--- config.mk ---
export PLATFORM = sky130hd
export DESIGN_NAME = sort_share_arbiter
export DESIGN_NICKNAME = d
export VERILOG_FILES = /design/src/rtl/sort_arb_pkg.sv /design/src/rtl/sort_arb_rr.sv /design/src/rtl/sort_share_arbiter.sv
export SDC_FILE = /design/constraint.sdc
export NUM_CORES = 1
export LEC_CHECK = 0
export CORE_AREA = 2 2 90 74
export CTS_CLUSTER_SIZE = 8
export DETAILED_ROUTE_END_ITERATION = 7
export DIE_AREA = 0 0 92 76
export GPL_TIMING_DRIVEN = 0
export PLACE_DENSITY = 0.83
export SLEW_MARGIN = 20
export SYNTH_ARGS = -nofsm -noshare
export SYNTH_HDL_FRONTEND = slang
export SYNTH_SLANG_ARGS = --single-unit
--- constraint.sdc ---
create_clock -name clk -period 2.07 [get_ports clk]
set_clock_uncertainty 0.2 [all_clocks]
set_input_delay 0.414 -clock clk [delete_from_list [all_inputs] [get_ports clk]]
set_output_delay 0.414 -clock clk [all_outputs]
set_load 0.02 [all_outputs]
--- src/rtl/sort_arb_pkg.sv ---
// sort_arb_pkg: shared types and sizing for the two-requester sorter arbiter.
package sort_arb_pkg;

    localparam int DATA_W = 32;
    localparam int N_ELEMS = 5;
    localparam int CNT_W = $clog2(N_ELEMS);
    localparam logic [CNT_W-1:0] LAST_IDX = CNT_W'(N_ELEMS - 1);

    typedef enum logic [1:0] {IDLE, FEED, DRAIN} state_t;

endpackage

--- src/rtl/sort_arb_rr.sv ---
// sort_arb_rr: 2-way round-robin picker; rr_ptr breaks ties when both request.
module sort_arb_rr (
    input  logic [1:0] req,
    input  logic       rr_ptr,
    output logic       gnt_id,
    output logic       any
);

    always_comb begin
        any    = |req;
        gnt_id = (&req) ? rr_ptr : req[1];
    end

endmodule

--- src/rtl/sort_share_arbiter.sv ---
// sort_share_arbiter: time-shares one bubble sorter between two requesters,
// feeding and draining whole batches so they never interleave inside the sorter.
module sort_share_arbiter
    import sort_arb_pkg::*;
(
    input  logic              clk,
    input  logic              rst_n,
    input  logic              r0_put_valid,
    input  logic [DATA_W-1:0] r0_put_data,
    output logic              r0_put_ready,
    output logic              r0_get_valid,
    output logic [DATA_W-1:0] r0_get_data,
    output logic              r0_get_last,
    input  logic              r0_get_ready,
    input  logic              r1_put_valid,
    input  logic [DATA_W-1:0] r1_put_data,
    output logic              r1_put_ready,
    output logic              r1_get_valid,
    output logic [DATA_W-1:0] r1_get_data,
    output logic              r1_get_last,
    input  logic              r1_get_ready,
    output logic [DATA_W-1:0] sorter_put_x,
    output logic              sorter_en_put,
    input  logic              sorter_rdy_put,
    input  logic [DATA_W-1:0] sorter_get,
    output logic              sorter_en_get,
    input  logic              sorter_rdy_get,
    output logic              busy,
    output logic              grant_id,
    output logic              batch_done
);

    state_t           state_q, state_d;
    logic [CNT_W-1:0] cnt_q, cnt_d;
    logic             rr_ptr_q, rr_ptr_d;
    logic             grant_id_q, grant_id_d;

    logic gnt_id, req_any;
    logic sel_put_valid, sel_get_ready;
    logic put_ready, get_valid, get_last;

    sort_arb_rr u_rr (
        .req    ({r1_put_valid, r0_put_valid}),
        .rr_ptr (rr_ptr_q),
        .gnt_id (gnt_id),
        .any    (req_any)
    );

    always_ff @(posedge clk or negedge rst_n) begin
        if (!rst_n) begin
            state_q    <= IDLE;
            cnt_q      <= '0;
            rr_ptr_q   <= 1'b0;
            grant_id_q <= 1'b0;
        end else begin
            state_q    <= state_d;
            cnt_q      <= cnt_d;
            rr_ptr_q   <= rr_ptr_d;
            grant_id_q <= grant_id_d;
        end
    end

    always_comb begin
        state_d       = state_q;
        cnt_d         = cnt_q;
        rr_ptr_d      = rr_ptr_q;
        grant_id_d    = grant_id_q;
        put_ready     = 1'b0;
        get_valid     = 1'b0;
        get_last      = 1'b0;
        sorter_en_put = 1'b0;
        sorter_en_get = 1'b0;
        batch_done    = 1'b0;
        sel_put_valid = grant_id_q ? r1_put_valid : r0_put_valid;
        sel_get_ready = grant_id_q ? r1_get_ready : r0_get_ready;
        unique case (state_q)
            IDLE: begin
                // Grant is only registered here; no element moves this cycle.
                if (req_any) begin
                    grant_id_d = gnt_id;
                    state_d    = FEED;
                end
            end
            FEED: begin
                put_ready     = sorter_rdy_put;
                sorter_en_put = sel_put_valid && sorter_rdy_put;
                if (sorter_en_put) begin
                    if (cnt_q == LAST_IDX) begin
                        cnt_d   = '0;
                        state_d = DRAIN;
                    end else begin
                        cnt_d = cnt_q + CNT_W'(1);
                    end
                end
            end
            DRAIN: begin
                get_valid     = sorter_rdy_get;
                get_last      = get_valid && (cnt_q == LAST_IDX);
                sorter_en_get = sorter_rdy_get && sel_get_ready;
                if (sorter_en_get) begin
                    if (cnt_q == LAST_IDX) begin
                        batch_done = 1'b1;
                        rr_ptr_d   = ~grant_id_q;
                        cnt_d      = '0;
                        state_d    = IDLE;
                    end else begin
                        cnt_d = cnt_q + CNT_W'(1);
                    end
                end
            end
            default: state_d = IDLE;
        endcase
    end

    assign sorter_put_x = grant_id_q ? r1_put_data : r0_put_data;
    assign r0_put_ready = put_ready && !grant_id_q;
    assign r1_put_ready = put_ready && grant_id_q;
    assign r0_get_valid = get_valid && !grant_id_q;
    assign r1_get_valid = get_valid && grant_id_q;
    assign r0_get_last  = get_last && !grant_id_q;
    assign r1_get_last  = get_last && grant_id_q;
    assign r0_get_data  = sorter_get;
    assign r1_get_data  = sorter_get;
    assign busy         = state_q != IDLE;
    assign grant_id     = grant_id_q;

endmodule

==> flow_summary_export.csv, run 1 <==
group,metric,value,unit
clocking,clk_latency,0.24,ns
synthesis,avgSynthCellArea,8.63,um^2
floorplan,num_io_pins,211,
floorplan,die_h,76,um
status,status,"complete, no violations",
placement,place_inst,413,
final_layout,areaGrowthSynthToFinish,151,%
setup_path,crit_buf_inv,3,
floorplan,start_util,21.1,%
timing,drv_slew,0,
route,antenna_left,0,
final_layout,layoutNonFillerInstCount,425,
route,vias_per_cell,3.97,
synthesis,synth_top_flop_cell,"dfrtp_1",
power_and_ir_drop,p_leak,1.47,nW
setup_path,required,1.46,ns
power_and_ir_drop,swShare,43.1,%
timing,whs,0.256,ns
global_route,grt_use_total,15.3,%
placement,dpl-instance-area,3200,um^2
timing,rsz0062_at_grt,"true",
global_route,antenna_found_initial,0,
synthesis,synthesis.nets,257,
synthesis,synth-edff-count,0,
timing,setup-violations-final,0,
route,drcViolationCount,0,
setup_path,critPathKind,"reg2out",
timing,slew-limit-headroom,75.8,%
final_layout,drive_gt1_share,48.7,%
clocking,cts_num_sinks,7,
final_layout,final_common_cell,"clkdlybuf4s50_1",
power_and_ir_drop,totalPowerFinal,2.41,mW
global_route,grt_max_degree,11,
placement,dpl.hpwl,4940,um
setup_path,start_kind,"flip-flop",
setup_path,cp_slowest_stage_delay,0.38,ns
final_layout,mostFrequentLayoutCells,"clkdlybuf4s50_1 (135), buf_4 (78), mux2_2 (31)",
power_and_ir_drop,intPower,1.37,mW
power_and_ir_drop,p_seq_share,9.7,%
placement,gp_congestion,0.725,
global_route,gr-total-overflow,0,
clocking,hold_buffers,0,
min_path,worstHoldPathType,"in2async",
timing,fin_crit_sh,98.7,%
clocking,root_buffer,"clkbuf_8",
synthesis,synthDistinctLibCells,26,
synthesis,synth-seq-cells,7,
power_and_ir_drop,power.density,736,nW/um^2
clocking,htree_levels,1,
timing,max_freq,0.489,GHz
setup_path,crit_chain,"buf_8 > buf_8 > mux2_2 > buf_2",
clocking,cts_tree,"yes",
power_and_ir_drop,max-vdd-ir-drop,0.268,mV
setup_path,crit_slowest_cell,"dfrtp_2",
setup_path,path_common_cell,"buf_8",
setup_path,cp-end-kind,"output port",
floorplan,core_area,6180,um^2
timing,tightest_slew,0.362,ns
global_route,grt_pass1_vias,1667,
timing,finalHoldViolCount,0,
clocking,cts.clk_slew.worst_paths,0.05,ns
floorplan,die_w,92,um
synthesis,synth_area,1300,um^2
setup_path,critPathTopFamily,"buffers and inverters",
floorplan,die_area,6990,um^2
final_layout,nNetsFinal,448,
final_layout,num-fill-cells,579,
route,num_vias,1687,
final_layout,final_core_util,53.0,%
synthesis,async_flop_share,100,%
clocking,numCtsBuffers,3,
placement,portBuffers,178,
final_layout,final_cell_area,3280,um^2
power_and_ir_drop,p_sw,1.04,mW
synthesis,syn_inst,151,
route,drt_pass1_iterations,4,
power_and_ir_drop,clkPwrFrac,8.4,%
global_route,grt_pass1_wl,8690,um
setup_path,worstPathArrival,1.43,ns
power_and_ir_drop,power_frac_comb,81.9,%
synthesis,yosysSeqAreaShare,13.4,%
final_layout,diodes,0,
route,drt-total-wl,5860,um
floorplan,rows,26,
setup_path,crit_fanout,10,
route,first_iter_violations,24,
clocking,cts_buffer_depth,2,
job,maxCapViolCount,0,
synthesis,yosys_warnings,0,
timing,period_minus_slack,2.04,ns
route,wl_per_cell,13.8,um
==> kinds of logic (layout without fill, tap and decap cells) <==
group	count (synthesis)	count (layout)	synth area share, %
AOI/OAI and AO/OA	11	11	6.53
buffers and inverters	72	262	39.5
adders and majority gates	2	2	1.92
muxes	34	34	29.2
and+or+nand+nor	25	25	9.41
DFF	7	7	13.4
==> cell type report <==
class | count | area, um^2 | area share, %
inverters | 4 | 15.0 | 0.458
plain buffers | 68 | 541 | 16.5
clock buffers | 3 | 41.3 | 1.26
clock inverters | 1 | 5.00 | 0.153
multi-input cells | 72 | 686 | 20.9
well taps | 84 | 105 | 3.21
flip-flops and latches | 7 | 176 | 5.39
repair buffers | 186 | 1710 | 52.1
==> metrics by stage <==
stage               TNS [ns]  worst slack [ns]
floorplan                  0            0.0552
global placement      -13.53            -0.528
detailed placement    -13.57            -0.534
CTS                        0           0.00406
global route         -0.0839           -0.0258
finish                     0            0.0266
==> sequential cells by signal, summed over array words and instances, names as in the netlist <==
name / count
rr_ptr_q: 1
cnt_q: 3
grant_id: 1
state_q: 2
==> path summary, 6_finish.rpt <==
kind                           from         endpoint  slack [ns]  cells past startpoint
max                        grant_id  sorter_put_x[5]        0.03                      4
min                           rst_n       state_q[1]        0.26                      1
max reg2reg                grant_id         cnt_q[2]        0.28                      6
min reg2reg                rr_ptr_q         rr_ptr_q        0.36                      1
max in group asynchronous     rst_n         grant_id        1.13                      1
min in group clk           rr_ptr_q         rr_ptr_q        0.36                      1
==> power groups by stage <==
stage / registers, mW / logic [mW] / clock network (mW)
finish: 0.235 / 1.98 / 0.201
global route: 0.245 / 2.09 / 0.210
CTS: 0.230 / 1.84 / 0.201
detailed placement: 0.230 / 1.82 / 0
global placement: 0.229 / 1.80 / 0
floorplan: 0.232 / 1.06 / 0
==> synth_stat cells (2+ instances only) <==
master | instances | share of area (%)
nand2_1 | 5 | 1.4
o21ai_0 | 2 | 0.77
dfrtp_1 | 7 | 13
nor3_1 | 6 | 2.3
a21oi_1 | 2 | 0.77
mux2i_1 | 2 | 1.5
ha_1 | 2 | 1.9
inv_1 | 3 | 0.86
buf_2 | 4 | 1.5
buf_4 | 64 | 37
nor2_1 | 8 | 2.3
nand3_1 | 2 | 0.77
mux2_2 | 31 | 27
==> layer usage <==
layer	track usage (%)	share of wire, %	vias up	wire length, um
met2	29.6	55	74	3250
met5	0	0	-	0
li1	-	-	825	-
met3	2.47	6.1	7	355
met1	16.8	37	781	2190
met4	4.63	1.2	0	70
==> timing repair <==
item                                    CTS  global route
hold endpoints to repair                  0             0
buffers inserted                          3             5
gates cloned                              0             0
gates resized for setup                 166            34
pin swaps                                 0             0
endpoints found under the setup margin   42            31
Note: power is estimated with default switching activity, not from simulation.
==> inputs of run 2 (changes only) <==
--- a/config.mk
+++ b/config.mk
@@ -5,13 +5,14 @@
 export SDC_FILE = /design/constraint.sdc
 export NUM_CORES = 1
 export LEC_CHECK = 0
-export CORE_AREA = 2 2 90 74
+export CORE_AREA = 2 2 81 83
 export CTS_CLUSTER_SIZE = 8
 export DETAILED_ROUTE_END_ITERATION = 7
-export DIE_AREA = 0 0 92 76
+export DIE_AREA = 0 0 83 85
 export GPL_TIMING_DRIVEN = 0
-export PLACE_DENSITY = 0.83
+export PLACE_DENSITY = 0.82
 export SLEW_MARGIN = 20
 export SYNTH_ARGS = -nofsm -noshare
 export SYNTH_HDL_FRONTEND = slang
+export SYNTH_HIERARCHICAL = 1
 export SYNTH_SLANG_ARGS = --single-unit
==> flow_summary_export.csv, run 2 <==
group,metric,value,unit
setup_path,critPathKind,"reg2out",
clocking,cts.clk_slew.worst_paths,0.04,ns
final_layout,diodes,0,
setup_path,startpoint,"grant_id",
route,num_vias,1710,
clocking,numCtsBuffers,3,
route,drcViolationCount,0,
final_layout,multi_input_area,639,um^2
global_route,grtUsageMet1,18.1,%
floorplan,core_area,6200,um^2
final_layout,register_area,176,um^2
power_and_ir_drop,p_seq_share,10.1,%
synthesis,synthTopCellsByCount,"buf_4 (64), mux2_2 (33), nor2_1 (12)",
floorplan,start_util,21.2,%
route,antenna_left,0,
route,first_iter_violations,16,
synthesis,ys_top_cells_by_area,"buf_4 (37%), mux2_2 (28%), dfrtp_1 (13%), nor2_1 (3.4%), ha_1 (1.9%)",
floorplan,num_io_pins,211,
final_layout,areaGrowthSynthToFinish,144,%
power_and_ir_drop,power.density,713,nW/um^2
global_route,antenna_found_initial,0,
synthesis,yosys_warnings,6,
global_route,grt_max_degree,11,
synthesis,yosysSeqAreaShare,13.3,%
placement,portBuffers,178,
final_layout,final_core_util,51.6,%
clocking,hold_buffers,0,
clocking,cts_buffer_depth,2,
final_layout,largest_reg_flops,3,
synthesis,synth-edff-count,0,
final_layout,nNetsFinal,453,
global_route,met2_usage,29.0,%
final_layout,num-fill-cells,588,
setup_path,rrSetupSlack,0.24,ns
global_route,grt.busiest_layer,"met2",
power_and_ir_drop,p_sw,0.966,mW
setup_path,cp-end-kind,"output port",
timing,finalHoldViolCount,0,
timing,whs,0.242,ns
clocking,htree_levels,1,
clocking,clk_latency,0.23,ns
timing,drv_slew,0,
power_and_ir_drop,max-vdd-ir-drop,0.446,mV
synthesis,synth_top_flop_cell,"dfrtp_1",
global_route,grt_pass1_vias,1715,
global_route,grt_pass1_wl,8860,um
final_layout,drive_gt1_share,45.7,%
global_route,grt_use_total,15.8,%
timing,period_minus_slack,2.04,ns
clocking,cts_num_sinks,7,
synthesis,synth-seq-cells,7,
final_layout,final_common_cell,"clkdlybuf4s50_1",
timing,rsz0062_at_grt,"true",
timing,tightest_slew,0.319,ns
global_route,met3_usage,4.47,%
route,drt_pass1_iterations,4,
final_layout,final_cell_area,3200,um^2
synthesis,yosysTopAreaCellShare,36.5,%
setup_path,rr_startpoint,"state_q[1]",
floorplan,die_w,83,um
placement,dpl.hpwl,5200,um
synthesis,synthesis.nets,261,
final_layout,mostFrequentLayoutCells,"clkdlybuf4s50_1 (136), buf_4 (72), buf_2 (38)",
timing,max_freq,0.490,GHz
route,drt-total-wl,6040,um
clocking,root_buffer,"clkbuf_8",
route,vias_per_cell,4.04,
power_and_ir_drop,power_frac_comb,81.3,%
power_and_ir_drop,swShare,42.3,%
synthesis,synthDistinctLibCells,23,
power_and_ir_drop,intPower,1.32,mW
setup_path,crit_fanout,7,
power_and_ir_drop,totalPowerFinal,2.28,mW
route,wl_per_cell,14.3,um
power_and_ir_drop,clkPwrFrac,8.7,%
placement,dpl-instance-area,3190,um^2
synthesis,yosysMostFrequentCell,"buf_4",
timing,slew-limit-headroom,78.7,%
floorplan,die_area,7060,um^2
floorplan,die_h,85,um
floorplan,rows,29,
global_route,gr-total-overflow,0,
synthesis,yosysTopAreaCell,"buf_4",
setup_path,start_kind,"flip-flop",
synthesis,avgSynthCellArea,8.48,um^2
synthesis,synth_area,1320,um^2
setup_path,worstPathArrival,1.43,ns
job,maxCapViolCount,0,
synthesis,syn_inst,155,
clocking,cts_tree,"yes",
timing,setup-violations-final,0,
placement,gp_congestion,0.844,
synthesis,async_flop_share,100,%
timing,fin_crit_sh,98.7,%
min_path,worstHoldPathType,"in2async",
power_and_ir_drop,p_leak,1.45,nW
final_layout,regMostFlops,"cnt_q",
setup_path,required,1.46,ns
final_layout,reg_top3,"cnt_q: 3 flops, state_q: 2 flops",
status,status,"complete, no violations",
==> run 2: stage by stage <==
stage	instances	setup TNS [ns]	setup WS, ns
6_report	423	0	0.0276
5_1_grt	423	-0.110	-0.0216
4_1_cts	421	0	0.00201
3_5_place_dp	410	-15.04	-0.534
3_3_place_gp	410	-14.89	-0.531
2_1_floorplan	155	0	0.0625
==> run 2: layout make-up <==
class,instances,share of cell area (%)
repair buffers,187,52.7
flip-flops and latches,7,5.51
plain buffers,68,16.9
well taps,77,3.01
multi-input cells,75,20.0
clock buffers,4,1.41
inverters,5,0.586
==> run 2: path summary, 6_finish.rpt <==
| path | to | depth (start not counted) |
|---|---|---|
| min reg2reg | rr_ptr_q | 1 |
| max in group asynchronous | grant_id | 1 |
| min | cnt_q[0] | 1 |
| max reg2reg | cnt_q[2] | 6 |
| min in group clk | rr_ptr_q | 1 |
| max | sorter_put_x[27] | 3 |
==> run 2: critical path, cell delays in order, from the launching register on <==
cell,delay [ns]
dfrtp_2,0.40
buf_8,0.15
mux2_2,0.34
clkdlybuf4s15_1,0.30
==> run 2: per-layer routing <==
metal | vias up | routed length [um]
met5 | - | 0
met4 | 0 | 56
met3 | 7 | 497
met2 | 103 | 3170
met1 | 766 | 2310
li1 | 834 | -
==> run 2: power by group through the flow <==
stage          registers, mW  logic (mW)  clock network (mW)
2_1_floorplan          0.231       0.994                   0
3_3_place_gp           0.232        1.75                   0
3_5_place_dp           0.234        1.77                   0
4_1_cts                0.229        1.81               0.201
5_1_grt                0.238        1.96               0.210
6_report               0.230        1.86               0.198
==> run 2: logic make-up after synthesis <==
family / after synthesis / synth area share [%]
AOI/OAI and AO/OA: 11 / 5.71
adders and majority gates: 2 / 1.90
buffers and inverters: 73 / 39.5
DFF: 7 / 13.3
muxes: 35 / 29.8
and+or+nand+nor: 27 / 9.80
==> run 2: timing repair <==
| action | 4_1_cts | 5_1_grt |
|---|---|---|
| resized for setup | 174 | 9 |
| pin swaps | 0 | 1 |
| cloned | 0 | 1 |
| buffers inserted | 7 | 1 |
| setup endpoints to repair | 42 | 24 |
| endpoints found under the hold margin | 0 | 0 |
